$ cat src/rtl/mem_access_stage.sv
// ---------------------------------------------------------------------------
// mem_access_stage
//
// MEM stage of a five-stage pipeline. It issues the load/store sitting in the
// EX/MEM register to a handshaked data memory, stalls the upstream pipeline
// until the memory acknowledges (or a wait counter expires), and loads the
// MEM/WB pipeline register. It also produces the branch-taken signal and the
// two forwarding sources (EX/MEM and MEM/WB) used by the EX-stage forwarding
// unit.
//
// Ports
//   clock, reset             : rising-edge clock, asynchronous active-low reset
//   *_in                     : EX/MEM pipeline register fields
//   dmem_req/we/addr/wdata   : data-memory request channel
//   dmem_rdata, dmem_ack     : data-memory response (ack is a 1-cycle pulse)
//   stall_out                : freezes PC, IF/ID, ID/EX and EX/MEM while high
//   pc_src_out               : branch taken (beq AND zero flag)
//   mem_to_reg_out, reg_write_out, read_data_out, alu_result_out, reg_rd_out
//                            : MEM/WB pipeline register
//   ex_mem_*, alu_ex_mem     : forwarding source taken from EX/MEM
//   mem_wb_*, alu_data_mem_wb: forwarding source taken from MEM/WB
//   mem_error_out            : sticky flag, set when an access timed out
// ---------------------------------------------------------------------------
module mem_access_stage #(
    parameter int unsigned TIMEOUT = 255
) (
    input  logic        clock,
    input  logic        reset,

    input  logic        mem_to_reg_in,
    input  logic        reg_write_in,
    input  logic        mem_read_in,
    input  logic        mem_write_in,
    input  logic        beq_instruction_in,
    input  logic [31:0] alu_result_in,
    input  logic [31:0] mux2_result_in,
    input  logic [4:0]  reg_rd_in,
    input  logic        flag_beq_in,

    output logic        dmem_req,
    output logic        dmem_we,
    output logic [31:0] dmem_addr,
    output logic [31:0] dmem_wdata,
    input  logic [31:0] dmem_rdata,
    input  logic        dmem_ack,

    output logic        stall_out,
    output logic        pc_src_out,

    output logic        mem_to_reg_out,
    output logic        reg_write_out,
    output logic [31:0] read_data_out,
    output logic [31:0] alu_result_out,
    output logic [4:0]  reg_rd_out,

    output logic [4:0]  ex_mem_reg_rd,
    output logic        ex_mem_reg_write,
    output logic [31:0] alu_ex_mem,

    output logic [4:0]  mem_wb_reg_rd,
    output logic        mem_wb_reg_write,
    output logic [31:0] alu_data_mem_wb,

    output logic        mem_error_out
);

    localparam logic [7:0] TIMEOUT_VAL = 8'(TIMEOUT);

    typedef enum logic {
        IDLE = 1'b0,
        BUSY = 1'b1
    } state_t;

    state_t     state;
    state_t     state_next;
    logic [7:0] wait_cnt;
    logic [7:0] wait_cnt_next;

    logic access;
    logic in_idle;
    logic in_busy;
    logic cnt_expired;
    logic ack_done;
    logic timeout_done;

    // A request with both read and write set is treated as a write simply
    // because dmem_we follows mem_write_in; access only needs either bit.
    assign access  = mem_read_in | mem_write_in;
    assign in_idle = (state == IDLE);
    assign in_busy = (state == BUSY);

    // wait_cnt holds the number of BUSY cycles elapsed including the current
    // one, so TIMEOUT is exactly the maximum number of cycles spent waiting.
    assign cnt_expired  = (wait_cnt == TIMEOUT_VAL);
    assign ack_done     = in_busy & dmem_ack;
    // An ack arriving in the same cycle the counter expires still counts as a
    // good completion, so the error path requires the ack to be absent.
    assign timeout_done = in_busy & ~dmem_ack & cnt_expired;

    // Branch resolution and EX/MEM forwarding are pure wiring.
    assign pc_src_out       = beq_instruction_in & flag_beq_in;
    assign ex_mem_reg_rd    = reg_rd_in;
    assign ex_mem_reg_write = reg_write_in;
    assign alu_ex_mem       = alu_result_in;

    // MEM/WB forwarding picks the value that write-back will commit.
    assign mem_wb_reg_rd    = reg_rd_out;
    assign mem_wb_reg_write = reg_write_out;
    assign alu_data_mem_wb  = mem_to_reg_out ? read_data_out : alu_result_out;

    // The address/data bus is driven straight from EX/MEM; it stays stable
    // during the access because stall_out freezes EX/MEM.
    assign dmem_addr  = alu_result_in;
    assign dmem_wdata = mux2_result_in;
    assign dmem_we    = mem_write_in;

    // State register and wait counter.
    always_ff @(posedge clock or negedge reset) begin
        if (!reset) begin
            state    <= IDLE;
            wait_cnt <= 8'd0;
        end else begin
            state    <= state_next;
            wait_cnt <= wait_cnt_next;
        end
    end

    // Next-state, counter and handshake outputs. The request is raised in the
    // same cycle the access is presented so a fast memory loses no cycle.
    always_comb begin
        state_next    = state;
        wait_cnt_next = wait_cnt;
        dmem_req      = 1'b0;
        stall_out     = 1'b0;

        case (state)
            IDLE: begin
                wait_cnt_next = 8'd0;
                if (access) begin
                    dmem_req      = 1'b1;
                    stall_out     = 1'b1;
                    state_next    = BUSY;
                    wait_cnt_next = 8'd1;
                end
            end
            BUSY: begin
                dmem_req = 1'b1;
                if (dmem_ack || cnt_expired) begin
                    state_next    = IDLE;
                    wait_cnt_next = 8'd0;
                end else begin
                    stall_out = 1'b1;
                    if (!cnt_expired) begin
                        wait_cnt_next = wait_cnt + 8'd1;
                    end
                end
            end
            default: begin
                state_next    = IDLE;
                wait_cnt_next = 8'd0;
            end
        endcase
    end

    // MEM/WB register. A stalled cycle inserts a bubble so write-back never
    // sees a half-finished access; otherwise the EX/MEM fields advance and
    // read data is captured only from a real acknowledge.
    always_ff @(posedge clock or negedge reset) begin
        if (!reset) begin
            mem_to_reg_out <= 1'b0;
            reg_write_out  <= 1'b0;
            read_data_out  <= 32'd0;
            alu_result_out <= 32'd0;
            reg_rd_out     <= 5'd0;
        end else if (stall_out) begin
            mem_to_reg_out <= 1'b0;
            reg_write_out  <= 1'b0;
            read_data_out  <= 32'd0;
            alu_result_out <= 32'd0;
            reg_rd_out     <= 5'd0;
        end else begin
            mem_to_reg_out <= mem_to_reg_in;
            reg_write_out  <= reg_write_in;
            read_data_out  <= ack_done ? dmem_rdata : 32'd0;
            alu_result_out <= alu_result_in;
            reg_rd_out     <= reg_rd_in;
        end
    end

    // Sticky error flag; only reset clears it.
    always_ff @(posedge clock or negedge reset) begin
        if (!reset) begin
            mem_error_out <= 1'b0;
        end else if (timeout_done) begin
            mem_error_out <= 1'b1;
        end
    end

endmodule

$ cat config.mk
export PLATFORM = sky130hd
export DESIGN_NAME = mem_access_stage
export DESIGN_NICKNAME = d
export VERILOG_FILES = /design/src/rtl/mem_access_stage.sv
export SDC_FILE = /design/constraint.sdc
export NUM_CORES = 1
export LEC_CHECK = 0
export ABC_AREA = 1
export CAP_MARGIN = 30
export CORE_AREA = 5 5 125 127
export DETAILED_ROUTE_END_ITERATION = 7
export DIE_AREA = 0 0 130 132
export MAX_ROUTING_LAYER = met4
export PLACE_DENSITY_LB_ADDON = 0.2
export SYNTH_ARGS = -nofsm -noshare
export SYNTH_HDL_FRONTEND = slang
export SYNTH_SLANG_ARGS = --single-unit
$ cat constraint.sdc
create_clock -name clock -period 2.36 [get_ports clock]
set_input_delay 0.236 -clock clock [delete_from_list [all_inputs] [get_ports clock]]
set_output_delay 0.236 -clock clock [all_outputs]
set_load 0.02 [all_outputs]
Word level (Yosys, flattened, before mapping)
Index checks and enable logic that the tools add are counted.
{ "totals": {"wordCells": 34, "out_inout_bits": 216, "input_bits": 110, "register_bits": 81} }
{ "classes": {"n_mux": 15, "n_bitwise": 7, "n_reduce_logical": 1, "add_sub_neg": 1, "n_eq_ne": 2} }
{ "op_table": {"columns": ["operator", "n"], "rows": [
  ["$mux W32", 4],
  ["$mux W8", 2],
  ["$pmux W8 S2", 1],
  ["$add A8 B1 Y8 const B", 1],
  ["$eq A8 B8 Y1 const B", 1],
  ["$mux W1", 5],
  ["$mux W5", 1],
  ["$and A1 B1 Y1", 4],
  ["$pmux W1 S2", 2],
  ["$ne A3 B2 Y1 const B", 1],
  ["$not A1 Y1", 2],
  ["$logic_or A1 B1 Y1", 1],
  ["$or A1 B1 Y1", 1]
]} }

Longest topological paths before layout
Gate-level depths: netlist of run 1.
{ "depth": {"ltp_word": 5, "ltp_mapped": 8, "depth_no_buf": 7} }

Worst setup path before layout of run 1
OpenSTA, ideal clock, no wires.
{ "synth_timing": {"kind": "reg2out", "from": "register mem_to_reg_out", "to": "output port alu_data_mem_wb[4]", "path_buffers": 2, "stages_incl_launch_ff": 4, "t_arrival_ps": 1275, "path_slack_ps": 849, "required_ps": 2124, "cell_sequence": "dfrtp_1 > clkbuf_1 > buf_2 > mux2_1"} }
{ "synth_via": {"elab_chain_len": 1} }
{ "synth_lines": {"columns": ["element", "line", "rtl"], "rows": [
  ["start: declaration", "50", "output logic mem_to_reg_out,"],
  ["start signal: assignment", "182", "mem_to_reg_out <= mem_to_reg_in;"],
  ["$mux W32", "109", "assign alu_data_mem_wb = mem_to_reg_out ? read_data_out : alu_result_out;"],
  ["end: declaration", "62", "output logic [31:0] alu_data_mem_wb,"]
]} }
No other way between the ends.

Final worst setup path of run 1
{ "layout_timing": {"from": "register wait_cnt[0]", "to": "output port stall_out"} }
{ "layout_via": {"elab_chain_len": 4} }
{ "layout_lines": {"columns": ["element", "line", "rtl"], "rows": [
  ["start: declaration", "76", "logic [7:0] wait_cnt;"],
  ["start signal: assignment", "124", "wait_cnt <= wait_cnt_next;"],
  ["$eq A8 B8 Y1", "94", "assign cnt_expired = (wait_cnt == TIMEOUT_VAL);"],
  ["$logic_or A1 B1 Y1", "148", "if (dmem_ack || cnt_expired) begin"],
  ["$mux W1", "148", null],
  ["$pmux W1 S2", "136", "case (state)"],
  ["end: declaration", "47", "output logic stall_out,"]
]} }
No other way between the ends.

==> results of run 1 <==
state kept, by name, indices dropped and copies added (netlist names):
name / cells
mem_wb_reg_rd: 5
alu_result_out: 32
mem_error_out: 1
read_data_out: 32
in_busy: 1
mem_to_reg_out: 1
wait_cnt: 8
mem_wb_reg_write: 1
cell families after synthesis:
group	count (synthesis)	synth area share
buffers and inverters	200	0.2764
and+or+nand+nor	107	0.1694
DFF	81	0.4560
muxes	32	0.08106
AOI/OAI and AO/OA	7	0.01239
xor gates and xnor gates	1	0.001971
adders and majority gates	1	0.002814
cells in the final DEF (no fill, tap or decap), types with 2 or more instances in the layout:
master / instances
nor2_4: 42
mux2_1: 2
clkbuf_16: 9
buf_4: 5
nor2_1: 43
inv_1: 79
buf_12: 2
nand2_2: 2
mux2_2: 30
nand2_1: 13
a21oi_1: 2
nand3_1: 3
dfrtp_1: 80
clkdlybuf4s50_1: 260
clkbuf_1: 5
power breakdown:
part / internal (mW) / switching, mW
sequential: 1.56 / 0.0968
combinational: 0.916 / 1.03
clock: 0.738 / 0.499
total: 3.21 / 1.62
metal layers:
metal  global-route usage  up-vias
met5                    -        -
met4              0.05139        0
met3              0.04700       24
met2               0.2407      197
met1               0.1584     1450
li1                     -     1478
stage by stage:
step	setup WS [ns]	total power, mW	utilization
after floorplan	0.8495	2.886	-
after global placement	0.4302	3.652	0.4491
after detailed placement	0.4178	3.658	0.4491
after CTS	0.1014	4.946	0.4678
after global routing	0.03763	5.113	0.4678
final	0.1319	4.833	0.4678
final cells by class:
type | count | area, um^2
multi-input cells | 148 | 1190
well taps | 184 | 230.2
clock buffers | 15 | 257.7
inverters | 80 | 300.3
flip-flops and latches | 81 | 2028
repair buffers | 268 | 2690
fillers | 1341 | 7617
worst paths after layout:
| check | endpoint | slack (ns) | cells after the start |
|---|---|---|---|
| setup / recovery | stall_out | 0.13 | 7 |
| hold / removal | read_data_out[14] | 0.42 | 3 |
| setup reg to reg | mem_to_reg_out | 0.67 | 8 |
| hold reg to reg | mem_error_out | 0.49 | 1 |
| max in group asynchronous | mem_wb_reg_rd[4] | 1.29 | 3 |
| min in group asynchronous | mem_wb_reg_write | 0.44 | 2 |
worst min-delay path: cells and delay by family:
kind | cells | cell delay (ns)
AND/OR/NAND/NOR | 1 | 0.04
buffers and inverters | 2 | 0.44
repair_timing:
item / 4_1_cts / 5_1_grt
gates resized for setup: 0 / 0
endpoints found under the hold margin: 41 / 0
buffers inserted: 0 / 0
hold buffers: 1 / 0
==> metrics.cfg, run 1 <==
[drt]
dr_wl_met3_um=1218
first_iter_violations=80
drtAntennaViolNets=0
drt-vias-per-instance=4.058
met1_length_um=4519
drc=0
wl_um=11940
wl_per_cell_um=15.39
dr_wl_met2_um=5997
routed.top_layer=met4
detail_route.first_pass.iterations=4
via_count=3149

[synthesis]
async_flop_share=1.000
synth.area.top_cells=dfrtp_1 (46%), buf_4 (18%), nor2_4 (11%)
synth_edf_count=0
ys_warn_count=0
postSynthAreaPerCell_um2=10.36
synth.cell_area_um2=4446
syn_inst=429
ys_types=26
syn_nets=540
yosys.area.top_type_share=0.4560
yosysMostFrequentCell=buf_4
yosysSeqAreaShare=0.4560
ys_ff_latch=81
synth_top_area_cell=dfrtp_1
ys.flop_type=dfrtp_1
synth_common_cells=buf_4 (109), dfrtp_1 (81), inv_1 (79), nor2_1 (43), nor2_4 (42)

[worst_setup_path]
crit_path_top_delay_cell=clkdlybuf4s50_1
criticalPathCategory=flop to primary output
crit_top_cell=nand2_2
cp_data_required_time_ns=2.12
crit_path_end_kind=primary output
worst-path-buf-inv=1
crit_fanout=6
reg2reg_from=wait_cnt[0]
path_cells=ha_1 > nand2_2 > nor2_4 > nand2_2 > nand2_4 > nand2_8 > clkdlybuf4s50_1
cp-startpoint=wait_cnt[0]
cpLargestDelayFamily=buffers and inverters
startpoint_type=flop
crit_arrival_ns=1.99
cp_slowest_stage_delay_ns=0.60

[outcome]
run_status=complete, no violations

[final_layout]
final_area_um2=6696
nets=699
antennaDiodeCount=0
final_cells=776
syn2layout_area_growth_pct=50.63
drive_gt1_frac=0.1639

[cts]
cts_root_buf=clkbuf_16
cts.sinks=81
clk_pin_slew_ns=0.06
clkLatencyLatePin_ns=0.33
htree_levels=3
cts_tree=yes
numCtsBuffers=9
cts_max_path_buffers=2

[job]
maxCapViolations=0

[grt]
antenna_found_initial=0
grt_use_total=0.1435
grt_pass1_vias=3389
grt_pass1_wl_um=18550
globalRouteOverflowTotal=0
grt_max_degree=43

[place]
dp.cells=760
gp_congestion=0.8018
placed_cell_area_um2=6429
io_buffers=261
dpl.hpwl_um=9667

[sta]
post-route-period-util=0.9441
fin_setup_tns_ns=0
drv_slew=0
post-route-min-period_ns=2.228
skew_ns=0.003859
worstMarginPinSlew_ns=0.5593
max_clock_freq_mhz=448.8
hold_ws_ns=0.4231
rsz0062_at_grt=no
final-setup-viol-count=0
final-hold-violation-count=0
relSlewSlack=0.6272

[power_and_ir_drop]
ir_drop_mv=0.3252
p_per_area_nw_per_um2=721.7
p_leak_nw=3.028

[worst_hold_path]
hp-start=dmem_rdata[14]
hold_path.class=primary input to flop

[die]
io_pins=326
die_y_um=132
dieArea_um2=17160
rows=44
core-area_um2=14310
start_util=0.3106
die_x_um=130

(Power assumes the default switching activity.)
==> run 2, diff against run 1 <==
Settings changed: RECOVER_POWER from default to 50.
==> run 2 against run 1 <==
Against the previous run:
- critical path depth stayed put
- sequential share of layout area grew 0.10 points
- clock skew barely moved
- worst hold slack is essentially flat
- core utilization down 0.16 points
- critical endpoint unchanged
- largest cell class unchanged
==> metrics.cfg, run 2 (same netlist as run 1, synthesis figures left out) <==
[drt]
wl_per_cell_um=15.39
drc=0
detail_route.first_pass.iterations=4
drt-vias-per-instance=4.063
wl_um=11940
drtAntennaViolNets=0
first_iter_violations=98
via_count=3153

[outcome]
run_status=complete, no violations

[worst_setup_path]
crit_arrival_ns=2.00
crit_path_top_delay_cell=clkdlybuf4s50_1
path_cells=ha_1 > nand2_2 > nor2_4 > nand2_2 > nand2_4 > nand2_8 > clkdlybuf4s50_1
criticalPathCategory=flop to primary output
crit_top_cell=nand2_2
cp_slowest_stage_delay_ns=0.60
startpoint_type=flop
cp_data_required_time_ns=2.12
crit_fanout=6
crit_path_end_kind=primary output

[cts]
cts_tree=yes
cts_root_buf=clkbuf_16
htree_levels=3
clk_pin_slew_ns=0.06
cts_resized=0
numCtsBuffers=9
cts.sinks=81
clkLatencyLatePin_ns=0.33
cts_max_path_buffers=2

[die]
dieArea_um2=17160
die_y_um=132
io_pins=326
die_x_um=130
core-area_um2=14310
rows=44
start_util=0.3106

[sta]
skew_ns=0.003852
post-route-period-util=0.9454
fin_setup_tns_ns=0
relSlewSlack=0.3028
post-route-min-period_ns=2.231
rsz0062_at_grt=no
drv_slew=0
final-setup-viol-count=0
worstMarginPinSlew_ns=1.046
max_clock_freq_mhz=448.2
final-hold-violation-count=0
timing.final.ws_setup_ns=0.1289

[place]
placed_cell_area_um2=6429
dpl.hpwl_um=9667
io_buffers=261
gp_congestion=0.8018
dp_slack_ns=0.4178

[final_layout]
final_common_cell=clkdlybuf4s50_1
reg.largest.list=alu_result_out: 32 flops, read_data_out: 32 flops, wait_cnt: 8 flops
n_fill_cell=1341
final_area_um2=6674
syn2layout_area_growth_pct=50.13
layout_common_cells=clkdlybuf4s50_1 (225), dfrtp_1 (80), inv_1 (79)
drive_gt1_frac=0.1605
multi_input_area_um2=1190
register_area_um2=2028
antennaDiodeCount=0
nets=699

[grt]
antenna_found_initial=0
globalRouteOverflowTotal=0
grt_use_total=0.1435
grt_pass1_vias=3389
grt_max_degree=43
grt_pass1_wl_um=18550

[power_and_ir_drop]
p_leak_nw=3.096
total_power_mw=4.798
ir_drop_mv=0.3249
p_per_area_nw_per_um2=718.9

[job]
maxCapViolations=0

[worst_hold_path]
hold_path.class=primary input to flop

-- run 2: cell types whose count changed in the layout (fill, tap and decap cells not counted) --
cell	previous run	this run
clkbuf_1	5	7
buf_4	5	2
clkdlybuf4s50_1	260	225
dlygate4sd3_1	1	36
clkbuf_4	0	1
clkbuf_2	0	1
buf_12	2	1
-- run 2: critical path, delay by kind of cell, from the launching register on --
family        cells  cell delay [ns]
flops             1             0.41
fa+ha+maj         1             0.24
simple gates      5             0.42
buf+inv           1             0.60
-- run 2: metal layers --
metal,track usage,vias to the layer above,share of wire
li1,-,1477,-
met1,0.1584,1453,0.37
met2,0.2407,199,0.50
met3,0.04700,24,0.11
met4,0.05139,0,0.017
met5,-,-,0
-- run 2: area by class of cell --
class	count	share of cell area
timing repair buffer	268	0.3997
sequential	81	0.3039
multi-input combinational	148	0.1783
inverter	80	0.04499
clock buffer	15	0.03862
tap	184	0.03450
-- run 2: metrics by stage --
step | util | hold WS [ns] | std cells
global placement | 0.4491 | 0.2586 | 760
CTS | 0.4678 | 0.4004 | 776
finish | 0.4663 | 0.4230 | 776
detailed placement | 0.4491 | 0.2594 | 760
global route | 0.4663 | 0.4114 | 776
floorplan | - | -0.05959 | 429
-- run 2: worst paths after layout --
check	from	end	slack [ns]	depth (start not counted)
hold / removal	dmem_rdata[14]	read_data_out[14]	0.42	3
max in group asynchronous	reset	mem_wb_reg_rd[4]	0.50	3
setup reg to reg	wait_cnt[0]	mem_to_reg_out	0.67	8
min in group asynchronous	reset	mem_wb_reg_write	0.63	2
setup / recovery	wait_cnt[0]	stall_out	0.13	7
hold reg to reg	mem_error_out	mem_error_out	0.48	1
-- run 2: what timing repair did --
| item | in CTS | in global routing |
|---|---|---|
| buffers inserted | 0 | 0 |
| hold endpoints to repair | 41 | 0 |
| hold buffers | 1 | 0 |
-- run 2: power by group --
part           switching (mW)  internal, mW  total (mW)
clock network           0.500         0.738        1.24
logic                    1.02         0.885        1.91
registers              0.0936          1.56        1.65
==> run 3, diff against run 2 <==
Settings changed: CAP_MARGIN 30 to default, CTS_CLUSTER_SIZE from default to 40, RECOVER_POWER 50 to 100.
==> run 3 against run 2 <==
Against the previous run:
- fmax is 0.64% lower
- register-to-register slack hardly changed
- die area stayed put
- critical endpoint is now alu_data_mem_wb[24]
- largest cell class unchanged
- clock skew is 0.00093 ns lower
- final area is 3.9% lower
- setup slack worse by 0.014 ns
==> metrics.cfg, run 3 (same netlist as run 1, synthesis figures left out) <==
[place]
io_buffers=261
dpl.hpwl_um=9667
gp_congestion=0.8018

[power_and_ir_drop]
p_per_area_nw_per_um2=711.1
ir_drop_mv=0.3100
total_power_mw=4.562
p_leak_nw=3.221

[final_layout]
layout_common_cells=dlygate4sd3_1 (167), clkdlybuf4s50_1 (94), dfrtp_1 (80)
drive_gt1_frac=0.1047
nets=699
antennaDiodeCount=0
utilization=0.4482
final_common_cell=dlygate4sd3_1
reg.largest.list=alu_result_out: 32 flops, read_data_out: 32 flops, wait_cnt: 8 flops
syn2layout_area_growth_pct=44.30

[cts]
cts_tree=yes
cts_max_path_buffers=2
numCtsBuffers=9
htree_levels=3
cts_resized=0
cts.sinks=81
clk_pin_slew_ns=0.06
clkLatencyLatePin_ns=0.33
cts_root_buf=clkbuf_16

[sta]
rsz0062_at_grt=no
relSlewSlack=0.3138
fin_setup_tns_ns=0
worstMarginPinSlew_ns=1.029
final-hold-violation-count=0
max_clock_freq_mhz=445.3
skew_ns=0.002918
drv_slew=0
final-setup-viol-count=0
post-route-period-util=0.9515
post-route-min-period_ns=2.246

[die]
start_util=0.3106
io_pins=326
die_y_um=132
die_x_um=130
rows=44
dieArea_um2=17160
core-area_um2=14310

[drt]
drc=0
drtAntennaViolNets=0
first_iter_violations=78
detail_route.first_pass.iterations=4
drt-vias-per-instance=4.059
wl_um=12000
via_count=3150
wl_per_cell_um=15.46

[grt]
grt_pass1_wl_um=18550
grt_use_total=0.1435
antenna_found_initial=0
globalRouteOverflowTotal=0
grt_max_degree=43
grt_pass1_vias=3389

[worst_setup_path]
crit_arrival_ns=2.01
cp_data_required_time_ns=2.12
criticalPathCategory=flop to primary output
startpoint_type=flop
crit_fanout=16
crit_path_end_kind=primary output

[outcome]
run_status=complete, no violations

[job]
maxCapViolations=0

[worst_hold_path]
hold_path.class=primary input to flop

## run 3: repair_timing
| item | 4_1_cts | 5_1_grt |
|---|---|---|
| setup buffers | 0 | 0 |
| hold buffers | 1 | 0 |
| hold endpoints to repair | 41 | 0 |
## run 3: worst paths after layout
path,from,endpoint,slack [ns],depth (start not counted)
max,mem_to_reg_out,alu_data_mem_wb[24],0.11,3
min,dmem_rdata[14],read_data_out[14],0.42,3
max reg2reg,wait_cnt[0],alu_result_out[7],0.68,8
min reg2reg,mem_error_out,mem_error_out,0.48,1
max in group asynchronous,reset,mem_wb_reg_rd[4],0.52,3
min in group asynchronous,reset,mem_wb_reg_rd[0],0.62,2
## run 3: per-layer routing
metal | wire [um] | up-vias | global-route usage
li1 | - | 1481 | -
met1 | 4547 | 1448 | 0.1584
met2 | 6017 | 197 | 0.2407
met3 | 1221 | 24 | 0.04700
met4 | 208 | 0 | 0.05139
met5 | 0 | - | -
## run 3: cell type report
type / count / area, um^2
fillers: 1379 / 7899
repair buffers: 268 / 2656
flip-flops and latches: 81 / 2028
multi-input cells: 148 / 942.2
inverters: 80 / 300.3
clock buffers: 15 / 257.7
well taps: 184 / 230.2
## run 3: power breakdown
part | switching (mW) | internal, mW
Sequential | 0.0885 | 1.56
Combinational | 0.926 | 0.754
Clock | 0.499 | 0.737
## run 3: worst max-delay path, stage by stage, from the launching register on
cell and delay (ns):
dfrtp_2 0.35, buf_2 0.39, mux2_2 0.39, clkdlybuf4s50_1 0.55
## run 3: metrics by stage
step / hold slack [ns] / cell area (um^2) / worst slack (ns) / instances
global placement: 0.2586 / 6429 / 0.4302 / 760
detailed placement: 0.2594 / 6429 / 0.4178 / 760
CTS: 0.4004 / 6696 / 0.1014 / 776
floorplan: -0.05959 / 4446 / 0.8495 / 429
finish: 0.4236 / 6415 / 0.1145 / 776
global route: 0.4114 / 6415 / 0.01945 / 776
